`config.mk`:
```
export PLATFORM = sky130hd
export DESIGN_NAME = mips_multicycle_ctrl
export DESIGN_NICKNAME = d
export VERILOG_FILES = /design/src/rtl/mips_pkg.sv /design/src/rtl/mips_alu_decode.sv /design/src/rtl/mips_multicycle_ctrl.sv
export SDC_FILE = /design/constraint.sdc
export NUM_CORES = 1
export LEC_CHECK = 0
export BUFFER_PORTS_ARGS = -buffer_cell sky130_fd_sc_hd__buf_2
export CAP_MARGIN = 20
export CORE_ASPECT_RATIO = 1.4
export CORE_UTILIZATION = 30
export DETAILED_ROUTE_END_ITERATION = 8
export GPL_TIMING_DRIVEN = 1
export PLACE_DENSITY_LB_ADDON = 0.1
export REMOVE_ABC_BUFFERS = 1
export SYNTH_ARGS = -nofsm -noshare
export SYNTH_HDL_FRONTEND = slang
export SYNTH_SLANG_ARGS = --single-unit
```
`constraint.sdc`:
```
create_clock -name clock -period 3.51 [get_ports clock]
set_input_delay 0.351 -clock clock [delete_from_list [all_inputs] [get_ports clock]]
set_output_delay 0.351 -clock clock [all_outputs]
set_load 0.01 [all_outputs]
```
`src/rtl/mips_pkg.sv`:
```
// rtl/mips_pkg.sv - shared states, opcodes, funct codes, ALU codes and mux selects for the multicycle MIPS controller
package mips_pkg;

  typedef enum logic [3:0] {
    S_START    = 4'd0,
    S_FETCH    = 4'd1,
    S_DECODE   = 4'd2,
    S_MEMADR   = 4'd3,
    S_MEMRD    = 4'd4,
    S_MEMWB    = 4'd5,
    S_MEMWR    = 4'd6,
    S_RTYPE_EX = 4'd7,
    S_RTYPE_WB = 4'd8,
    S_BEQ_EX   = 4'd9,
    S_ADDI_EX  = 4'd10,
    S_ADDI_WB  = 4'd11,
    S_JUMP_EX  = 4'd12,
    S_HALT     = 4'd13
  } state_e;

  localparam logic [5:0] OP_RTYPE = 6'h00;
  localparam logic [5:0] OP_LW    = 6'h23;
  localparam logic [5:0] OP_SW    = 6'h2B;
  localparam logic [5:0] OP_BEQ   = 6'h04;
  localparam logic [5:0] OP_ADDI  = 6'h08;
  localparam logic [5:0] OP_J     = 6'h02;

  localparam logic [5:0] FN_ADD = 6'h20;
  localparam logic [5:0] FN_SUB = 6'h22;
  localparam logic [5:0] FN_AND = 6'h24;
  localparam logic [5:0] FN_OR  = 6'h25;
  localparam logic [5:0] FN_NOR = 6'h27;
  localparam logic [5:0] FN_SLT = 6'h2A;

  localparam logic [3:0] ALU_AND = 4'h0;
  localparam logic [3:0] ALU_OR  = 4'h1;
  localparam logic [3:0] ALU_ADD = 4'h2;
  localparam logic [3:0] ALU_SUB = 4'h6;
  localparam logic [3:0] ALU_SLT = 4'h7;
  localparam logic [3:0] ALU_NOR = 4'hC;

  localparam logic [1:0] PC_SRC_ALU    = 2'b00;
  localparam logic [1:0] PC_SRC_ALUOUT = 2'b01;
  localparam logic [1:0] PC_SRC_JUMP   = 2'b10;

  localparam logic       SRCA_PC   = 1'b0;
  localparam logic       SRCA_REG  = 1'b1;
  localparam logic [1:0] SRCB_REGB = 2'b00;
  localparam logic [1:0] SRCB_FOUR = 2'b01;
  localparam logic [1:0] SRCB_IMM  = 2'b10;
  localparam logic [1:0] SRCB_IMM2 = 2'b11;

endpackage

```
`src/rtl/mips_alu_decode.sv`:
```
// rtl/mips_alu_decode.sv - R-type funct field to ALU control code, with a valid flag for unsupported funct
module mips_alu_decode
  import mips_pkg::*;
(
  input  logic [5:0] funct,
  output logic [3:0] alu_ctrl,
  output logic       valid
);

  // Map supported funct codes; anything else is flagged invalid and drives AND (0).
  always_comb begin
    alu_ctrl = ALU_AND;
    valid    = 1'b1;
    case (funct)
      FN_ADD:  alu_ctrl = ALU_ADD;
      FN_SUB:  alu_ctrl = ALU_SUB;
      FN_AND:  alu_ctrl = ALU_AND;
      FN_OR:   alu_ctrl = ALU_OR;
      FN_NOR:  alu_ctrl = ALU_NOR;
      FN_SLT:  alu_ctrl = ALU_SLT;
      default: valid    = 1'b0;
    endcase
  end

endmodule

```
`src/rtl/mips_multicycle_ctrl.sv`:
```
// rtl/mips_multicycle_ctrl.sv - multicycle MIPS control FSM with retired-instruction counter; MIPS_CTRL_ILLEGAL_TRAP_EN selects halt-on-illegal
module mips_multicycle_ctrl
  import mips_pkg::*;
#(
  parameter int RETIRE_W = 32
) (
  input  logic                clock,
  input  logic                reset_n,
  input  logic [5:0]          opcode,
  input  logic [5:0]          funct,
  input  logic                zeroflag,
  input  logic                mem_ack,
  output logic                mem_read,
  output logic                mem_write,
  output logic                iord,
  output logic                ir_write,
  output logic                pc_write,
  output logic [1:0]          pc_src,
  output logic                alu_src_a,
  output logic [1:0]          alu_src_b,
  output logic [3:0]          alu_ctrl,
  output logic                reg_dst,
  output logic                mem_to_reg,
  output logic                reg_write,
  output logic                illegal,
  output logic [RETIRE_W-1:0] retired
);

`ifdef MIPS_CTRL_ILLEGAL_TRAP_EN
  localparam state_e ILLEGAL_NEXT    = S_HALT;
  localparam logic   ILLEGAL_RETIRES = 1'b0;
`else
  localparam state_e ILLEGAL_NEXT    = S_FETCH;
  localparam logic   ILLEGAL_RETIRES = 1'b1;
`endif

  state_e              state_q, state_d;
  logic [RETIRE_W-1:0] retired_q, retired_d;
  logic                retire;
  logic [3:0]          rtype_ctrl;
  logic                rtype_valid;

  mips_alu_decode u_alu_decode (
    .funct    (funct),
    .alu_ctrl (rtype_ctrl),
    .valid    (rtype_valid)
  );

  // State and retired counter registers; reset may land mid-access and aborts it.
  always_ff @(posedge clock or negedge reset_n) begin
    if (!reset_n) begin
      state_q   <= S_START;
      retired_q <= '0;
    end else begin
      state_q   <= state_d;
      retired_q <= retired_d;
    end
  end

  // Next state and Moore outputs, with ack/zero qualification where the datapath needs it.
  always_comb begin
    state_d    = state_q;
    retire     = 1'b0;
    mem_read   = 1'b0;
    mem_write  = 1'b0;
    iord       = 1'b0;
    ir_write   = 1'b0;
    pc_write   = 1'b0;
    pc_src     = PC_SRC_ALU;
    alu_src_a  = SRCA_PC;
    alu_src_b  = SRCB_REGB;
    alu_ctrl   = ALU_AND;
    reg_dst    = 1'b0;
    mem_to_reg = 1'b0;
    reg_write  = 1'b0;
    illegal    = 1'b0;
    case (state_q)
      S_START: state_d = S_FETCH;
      S_FETCH: begin
        mem_read  = 1'b1;
        alu_src_b = SRCB_FOUR;
        alu_ctrl  = ALU_ADD;
        ir_write  = mem_ack;
        pc_write  = mem_ack;
        if (mem_ack) state_d = S_DECODE;
      end
      S_DECODE: begin
        alu_src_b = SRCB_IMM2;
        alu_ctrl  = ALU_ADD;
        case (opcode)
          OP_RTYPE:     state_d = S_RTYPE_EX;
          OP_LW, OP_SW: state_d = S_MEMADR;
          OP_BEQ:       state_d = S_BEQ_EX;
          OP_ADDI:      state_d = S_ADDI_EX;
          OP_J:         state_d = S_JUMP_EX;
          default: begin
            illegal = 1'b1;
            retire  = ILLEGAL_RETIRES;
            state_d = ILLEGAL_NEXT;
          end
        endcase
      end
      S_MEMADR: begin
        alu_src_a = SRCA_REG;
        alu_src_b = SRCB_IMM;
        alu_ctrl  = ALU_ADD;
        state_d   = (opcode == OP_LW) ? S_MEMRD : S_MEMWR;
      end
      S_MEMRD: begin
        mem_read = 1'b1;
        iord     = 1'b1;
        if (mem_ack) state_d = S_MEMWB;
      end
      S_MEMWB: begin
        mem_to_reg = 1'b1;
        reg_write  = 1'b1;
        retire     = 1'b1;
        state_d    = S_FETCH;
      end
      S_MEMWR: begin
        mem_write = 1'b1;
        iord      = 1'b1;
        if (mem_ack) begin
          retire  = 1'b1;
          state_d = S_FETCH;
        end
      end
      S_RTYPE_EX: begin
        alu_src_a = SRCA_REG;
        alu_ctrl  = rtype_ctrl;
        if (rtype_valid) begin
          state_d = S_RTYPE_WB;
        end else begin
          illegal = 1'b1;
          retire  = ILLEGAL_RETIRES;
          state_d = ILLEGAL_NEXT;
        end
      end
      S_RTYPE_WB: begin
        alu_ctrl  = rtype_ctrl;
        reg_dst   = 1'b1;
        reg_write = 1'b1;
        retire    = 1'b1;
        state_d   = S_FETCH;
      end
      S_BEQ_EX: begin
        alu_src_a = SRCA_REG;
        alu_ctrl  = ALU_SUB;
        pc_src    = PC_SRC_ALUOUT;
        pc_write  = zeroflag;
        retire    = 1'b1;
        state_d   = S_FETCH;
      end
      S_ADDI_EX: begin
        alu_src_a = SRCA_REG;
        alu_src_b = SRCB_IMM;
        alu_ctrl  = ALU_ADD;
        state_d   = S_ADDI_WB;
      end
      S_ADDI_WB: begin
        reg_write = 1'b1;
        retire    = 1'b1;
        state_d   = S_FETCH;
      end
      S_JUMP_EX: begin
        pc_src   = PC_SRC_JUMP;
        pc_write = 1'b1;
        retire   = 1'b1;
        state_d  = S_FETCH;
      end
      S_HALT: illegal = 1'b1;
      default: state_d = S_START;
    endcase
  end

  // Retired count wraps naturally at 2^RETIRE_W.
  always_comb begin
    retired_d = retired_q + {{(RETIRE_W-1){1'b0}}, retire};
  end

  assign retired = retired_q;

endmodule

```
==> flow_summary.ini, run 1 <==
[yosys]
yosysUniqueCellTypes = 44
netlist_area_um2 = 2140
async_flop_share_pct = 100
syn_area_per_cell_um2 = 9.49
yosysWarnings = 0
seq_area_frac_synth_pct = 42.2
synth_seq_cells = 36
ys.flop_type = dfrtp_1
synth-edff-count = 0
syn_inst = 225

[layout]
final_cells = 385
fillCellCount = 718
final_common_cell = buf_2
final_cell_mix = 65 x buf_2, 36 x dfrtp_1, 28 x xnor2_1, 18 x nand3_1, 17 x nor2_1
syn2layout_area_growth_pct = 27.3
finish.net_count = 307
antennaDiodeCount = 0
multi_input_area_um2 = 1170
seq_area_um2 = 901
layout-drive-gt1-share_pct = 27.9

[routing]
drt-wirelength-per-cell_um = 13.8
routed_wl_um = 5330
vias_per_cell = 4.90
vias = 1886
firstDrtPassIters = 4
ant_nets = 0
drc = 0
drt_first_iter_violations = 61

[sta]
setup_viol = 0
layout_min_cycle_time_ns = 2.91
rsz0062_at_grt = false
maxSlewViolCount = 0
finalCritPeriodShare_pct = 82.9
fmax_ghz = 0.344
tightest_slew_ns = 0.814
hold_ws_ns = 0.158
skew_ns = 0.00752
slew_headroom_pct = 45.3
hold_viol = 0
setup_tns_ns = 0

[worst_setup_path]
cp-start-kind = register
worst_ep_required_time_ns = 3.68
critPathKind = reg -> reg
crit_arrival_ns = 3.08
endpoint_kind = register
cp_max_fo = 15
startpoint = state_q[1]
worstReg2RegStart = state_q[1]
r2r_cells = 10

[global_route]
grt-busiest-layer = met2
antenna_found_initial = 0
grt_overflow = 0
grt.met1_usage_pct = 17.8
grt_pass1_wl_um = 8680
grt_max_degree = 37
gr-usage-all-layers_pct = 14.8
grt_pass1_vias = 1837
gr-usage-met2_pct = 26.4
gr-usage-met3_pct = 1.97

[clocking]
cts_max_level = 2
postCtsSetupBuffers = 0
clk_pin_slew_ns = 0.07
cts_root_buffer = clkbuf_8
clock-sinks = 36
cts_hold_buf = 0
cts_tree = yes
worstSkewPairLatency_ns = 0.29
clock_path_buffers = 2
cts-resized-gates = 0
numCtsBuffers = 5

[power_and_ir_drop]
total_leakage_power_nw = 1.31
ir_drop_mv = 0.273
p_total_mw = 1.55
clkPwrFrac_pct = 32.8
seq_power_share_pct = 35.6
share_comb_of_total_power_pct = 31.5
swShare_pct = 34.0
p_int_mw = 1.02
power.switching_mw = 0.527
power.density_nw_per_um2 = 570

[floorplanning]
pin_count = 66
std_cell_rows = 36
dieArea_um2 = 7470
initial_core_util_pct = 30.8
core_um2 = 6940
fp.dieH_um = 102
die_width_um = 73.3

[place]
dp_cells = 377
gp_congestion = 0.775
io_buffers = 65
dp_hpwl_um = 3820

[min_path]
min_path_type = in -> async

[outcome]
status = complete, no violations

[run]
maxCapViolCount = 0
[sequential cells by signal (all words and copies together), names as in the netlist]
name     count
state_q      4
retired     32
[path summary, 6_finish.rpt]
path	endpoint	slack, ns
worst min-delay path	retired[7]	0.16
max in group asynchronous	retired[25]	2.84
worst max register to register	retired[18]	0.60
worst max-delay path	retired[18]	0.60
min in group clock	state_q[3]	0.43
worst min register to register	retired[31]	0.47
[cell usage after synthesis, types with 3 or more instances]
| master | n | share of area [%] |
|---|---|---|
| xnor2_1 | 28 | 11 |
| nand2b_1 | 5 | 1.5 |
| inv_1 | 5 | 0.88 |
| o22ai_1 | 3 | 0.88 |
| o21ai_0 | 7 | 1.6 |
| and3_1 | 4 | 1.2 |
| xor2_1 | 5 | 2.1 |
| and4_1 | 4 | 1.6 |
| a21oi_1 | 5 | 1.2 |
| nor3_1 | 7 | 1.6 |
| nor2b_1 | 4 | 1.2 |
| nand3_1 | 18 | 4.2 |
| nand2_1 | 14 | 2.5 |
| nor2_1 | 17 | 3.0 |
| nand3b_1 | 3 | 1.1 |
| o31a_1 | 3 | 1.2 |
| nor4_1 | 5 | 1.5 |
| dfrtp_1 | 36 | 42 |
| clkbuf_1 | 10 | 1.8 |
| nand4_1 | 10 | 2.9 |
[cell type report]
| class | count | share of cell area, % |
|---|---|---|
| multi-input cells | 173 | 43.2 |
| flip-flops and latches | 36 | 33.1 |
| repair buffers | 68 | 12.8 |
| well taps | 95 | 4.37 |
| clock inverters | 3 | 3.31 |
| clock buffers | 5 | 2.53 |
| inverters | 5 | 0.690 |
[per-stage QoR]
stage / utilization [%] / area, um2 / worst slack [ns]
after floorplan: - / 2090 / 0.936
after global placement: 36.9 / 2560 / 0.644
after detailed placement: 36.9 / 2560 / 0.601
after CTS: 39.2 / 2720 / 0.582
after global routing: 39.2 / 2720 / 0.157
final: 39.2 / 2720 / 0.601
[power groups by stage]
stage	combinational (mW)	clock (mW)	sequential [mW]
floorplan	0.270	0	0.573
detailed placement	0.490	0	0.560
CTS	0.493	0.524	0.552
finish	0.489	0.509	0.553
global route	0.555	0.540	0.562
global placement	0.495	0	0.561
[worst max-delay path, stage by stage, from the launching register on]
cell     delay [ns]
dfrtp_1        0.62
nand2_1        0.20
nor2_1         0.24
o21ai_0        0.16
nand3_1        0.11
ha_1           0.19
ha_1           0.26
inv_1          0.10
nor4_4         0.58
nand4_1        0.19
xnor2_1        0.16
[kinds of logic after synthesis]
| family | synth area share (%) |
|---|---|
| buffers and inverters | 2.87 |
| and+or+nand+nor | 28.8 |
| AOI/OAI and AO/OA | 10.5 |
| muxes | 0.469 |
| xor gates and xnor gates | 13.5 |
| DFF | 42.2 |
| adders and majority gates | 1.64 |
[routing by layer]
layer	vias to the layer above	share of wire, %
met5	-	0
met4	0	1.9
met3	7	3.6
met2	67	49
met1	871	45
li1	941	-
Power figures use the tool's default switching activity.
==> run 2, diff against run 1 <==
- clock period: 3.51 -> 2.57 ns (I/O delays scaled with it)
==> run 2 against run 1 <==
Net effect:
- highest routed layer unchanged
- flip-flop and latch count unchanged
- hold slack got worse by 0.096 ns
- die area unchanged
- final cell count increased by 3.4%
- clock skew decreased by 0.0042 ns
==> flow_summary.ini, run 2 (same netlist as run 1, synthesis figures left out) <==
[floorplanning]
fp.dieH_um = 102
dieArea_um2 = 7470
core_um2 = 6940
die_width_um = 73.3
std_cell_rows = 36
initial_core_util_pct = 30.8
pin_count = 66

[clocking]
postCtsSetupBuffers = 0
worstSkewPairLatency_ns = 0.28
cts_max_level = 2
cts_root_buffer = clkbuf_8
cts_tree = yes
clk_pin_slew_ns = 0.07
clock-sinks = 36
cts_hold_buf = 0
clock_path_buffers = 2
numCtsBuffers = 5

[layout]
antennaDiodeCount = 0
largest_register_ffs = 32
layout-drive-gt1-share_pct = 31.4
final_common_cell = buf_2
syn2layout_area_growth_pct = 29.3
multi_input_area_um2 = 1170
finish.net_count = 321
fin_area_um2 = 2760
fillCellCount = 736
final_cell_mix = 65 x buf_2, 35 x dfrtp_1, 28 x xnor2_1, 18 x nand3_1
seq_area_um2 = 902

[routing]
routed_wl_um = 5270
ant_nets = 0
drt-wirelength-per-cell_um = 13.2
drc = 0
vias = 1958
firstDrtPassIters = 4
vias_per_cell = 4.92
drt_first_iter_violations = 63

[worst_setup_path]
r2r_cells = 11
cp_max_fo = 11
endpoint_kind = register
worst_ep_required_time_ns = 2.74
crit_arrival_ns = 2.48
cp-start-kind = register
critPathKind = reg -> reg

[sta]
slew_headroom_pct = 46.1
tightest_slew_ns = 0.808
hold_viol = 0
rsz0062_at_grt = false
skew_ns = 0.00331
setup_viol = 0
layout_min_cycle_time_ns = 2.31
finalCritPeriodShare_pct = 89.9
maxSlewViolCount = 0
fmax_ghz = 0.433

[power_and_ir_drop]
power.density_nw_per_um2 = 697
clkPwrFrac_pct = 22.4
ir_drop_mv = 0.345
power.switching_mw = 0.708
share_comb_of_total_power_pct = 39.2
seq_power_share_pct = 38.4
swShare_pct = 36.8
p_int_mw = 1.22
p_total_mw = 1.93
total_leakage_power_nw = 1.35

[min_path]
min_path_type = in -> async

[place]
dp_hpwl_um = 3910
placed_area_um2 = 2670
gp_congestion = 0.742
io_buffers = 65

[global_route]
grt_overflow = 0
gr-usage-all-layers_pct = 15.2
grt_pass1_wl_um = 8780
antenna_found_initial = 0
grt_max_degree = 37
grt_pass1_vias = 1888

[outcome]
status = complete, no violations

[run]
maxCapViolCount = 0
[run 2: layout make-up]
cell class,count,area share (%)
timing repair buffer,82,16.4
inverter,5,0.679
tap,95,4.30
multi-input combinational,173,42.5
clock buffer,7,3.49
sequential,36,32.7
[run 2: worst paths after layout]
path                                to        start  slack [ns]
hold / removal             retired[13]      reset_n        0.06
min in group clock          state_q[3]     funct[4]        0.34
max in group asynchronous   state_q[0]      reset_n        1.94
hold reg to reg            retired[31]  retired[31]        0.47
setup / recovery           retired[18]   state_q[0]        0.26
setup reg to reg           retired[18]   state_q[0]        0.26
[run 2: critical path, stage by stage (launching register included)]
cell,delay (ns)
dfrtp_2,0.49
nor2b_1,0.22
a21oi_1,0.10
a2bb2oi_1,0.15
nand3_1,0.08
ha_1,0.19
ha_1,0.17
inv_1,0.06
nor4_4,0.25
buf_4,0.22
nand4_1,0.12
xnor2_1,0.15
[run 2: timing repair]
action / 4_1_cts / 5_1_grt
endpoints found under the hold margin: 0 / 0
gates resized for setup: 0 / 1
endpoints found under the setup margin: 0 / 2
[run 2: stage by stage]
| step | TNS (ns) | utilization [%] | setup slack, ns | hold WS, ns | std cells |
|---|---|---|---|---|---|
| final | 0 | 39.8 | 0.261 | 0.0619 | 398 |
| after global routing | 0 | 39.8 | 0.00561 | 0.146 | 398 |
| after CTS | 0 | 39.8 | 0.180 | 0.105 | 398 |
| after detailed placement | 0 | 38.4 | 0.188 | 0.414 | 391 |
| after global placement | 0 | 38.4 | 0.256 | 0.419 | 391 |
| after floorplan | -0.0122 | - | -0.00438 | -0.0386 | 214 |
[run 2: power by group through the flow]
stage / combinational [mW] / clock (mW) / sequential, mW
2_1_floorplan: 0.369 / 0 / 0.782
3_3_place_gp: 0.767 / 0 / 0.749
3_5_place_dp: 0.761 / 0 / 0.750
4_1_cts: 0.764 / 0.451 / 0.739
5_1_grt: 0.837 / 0.471 / 0.754
6_report: 0.756 / 0.431 / 0.739
[run 2: routing by layer]
layer	track usage [%]	up-vias	part of all wire, %	routed length [um]
li1	-	972	-	-
met1	18.5	924	43	2270
met4	5.47	0	1.6	82
met3	2.76	5	4.4	231
met2	26.4	57	51	2690
met5	0	-	0	0
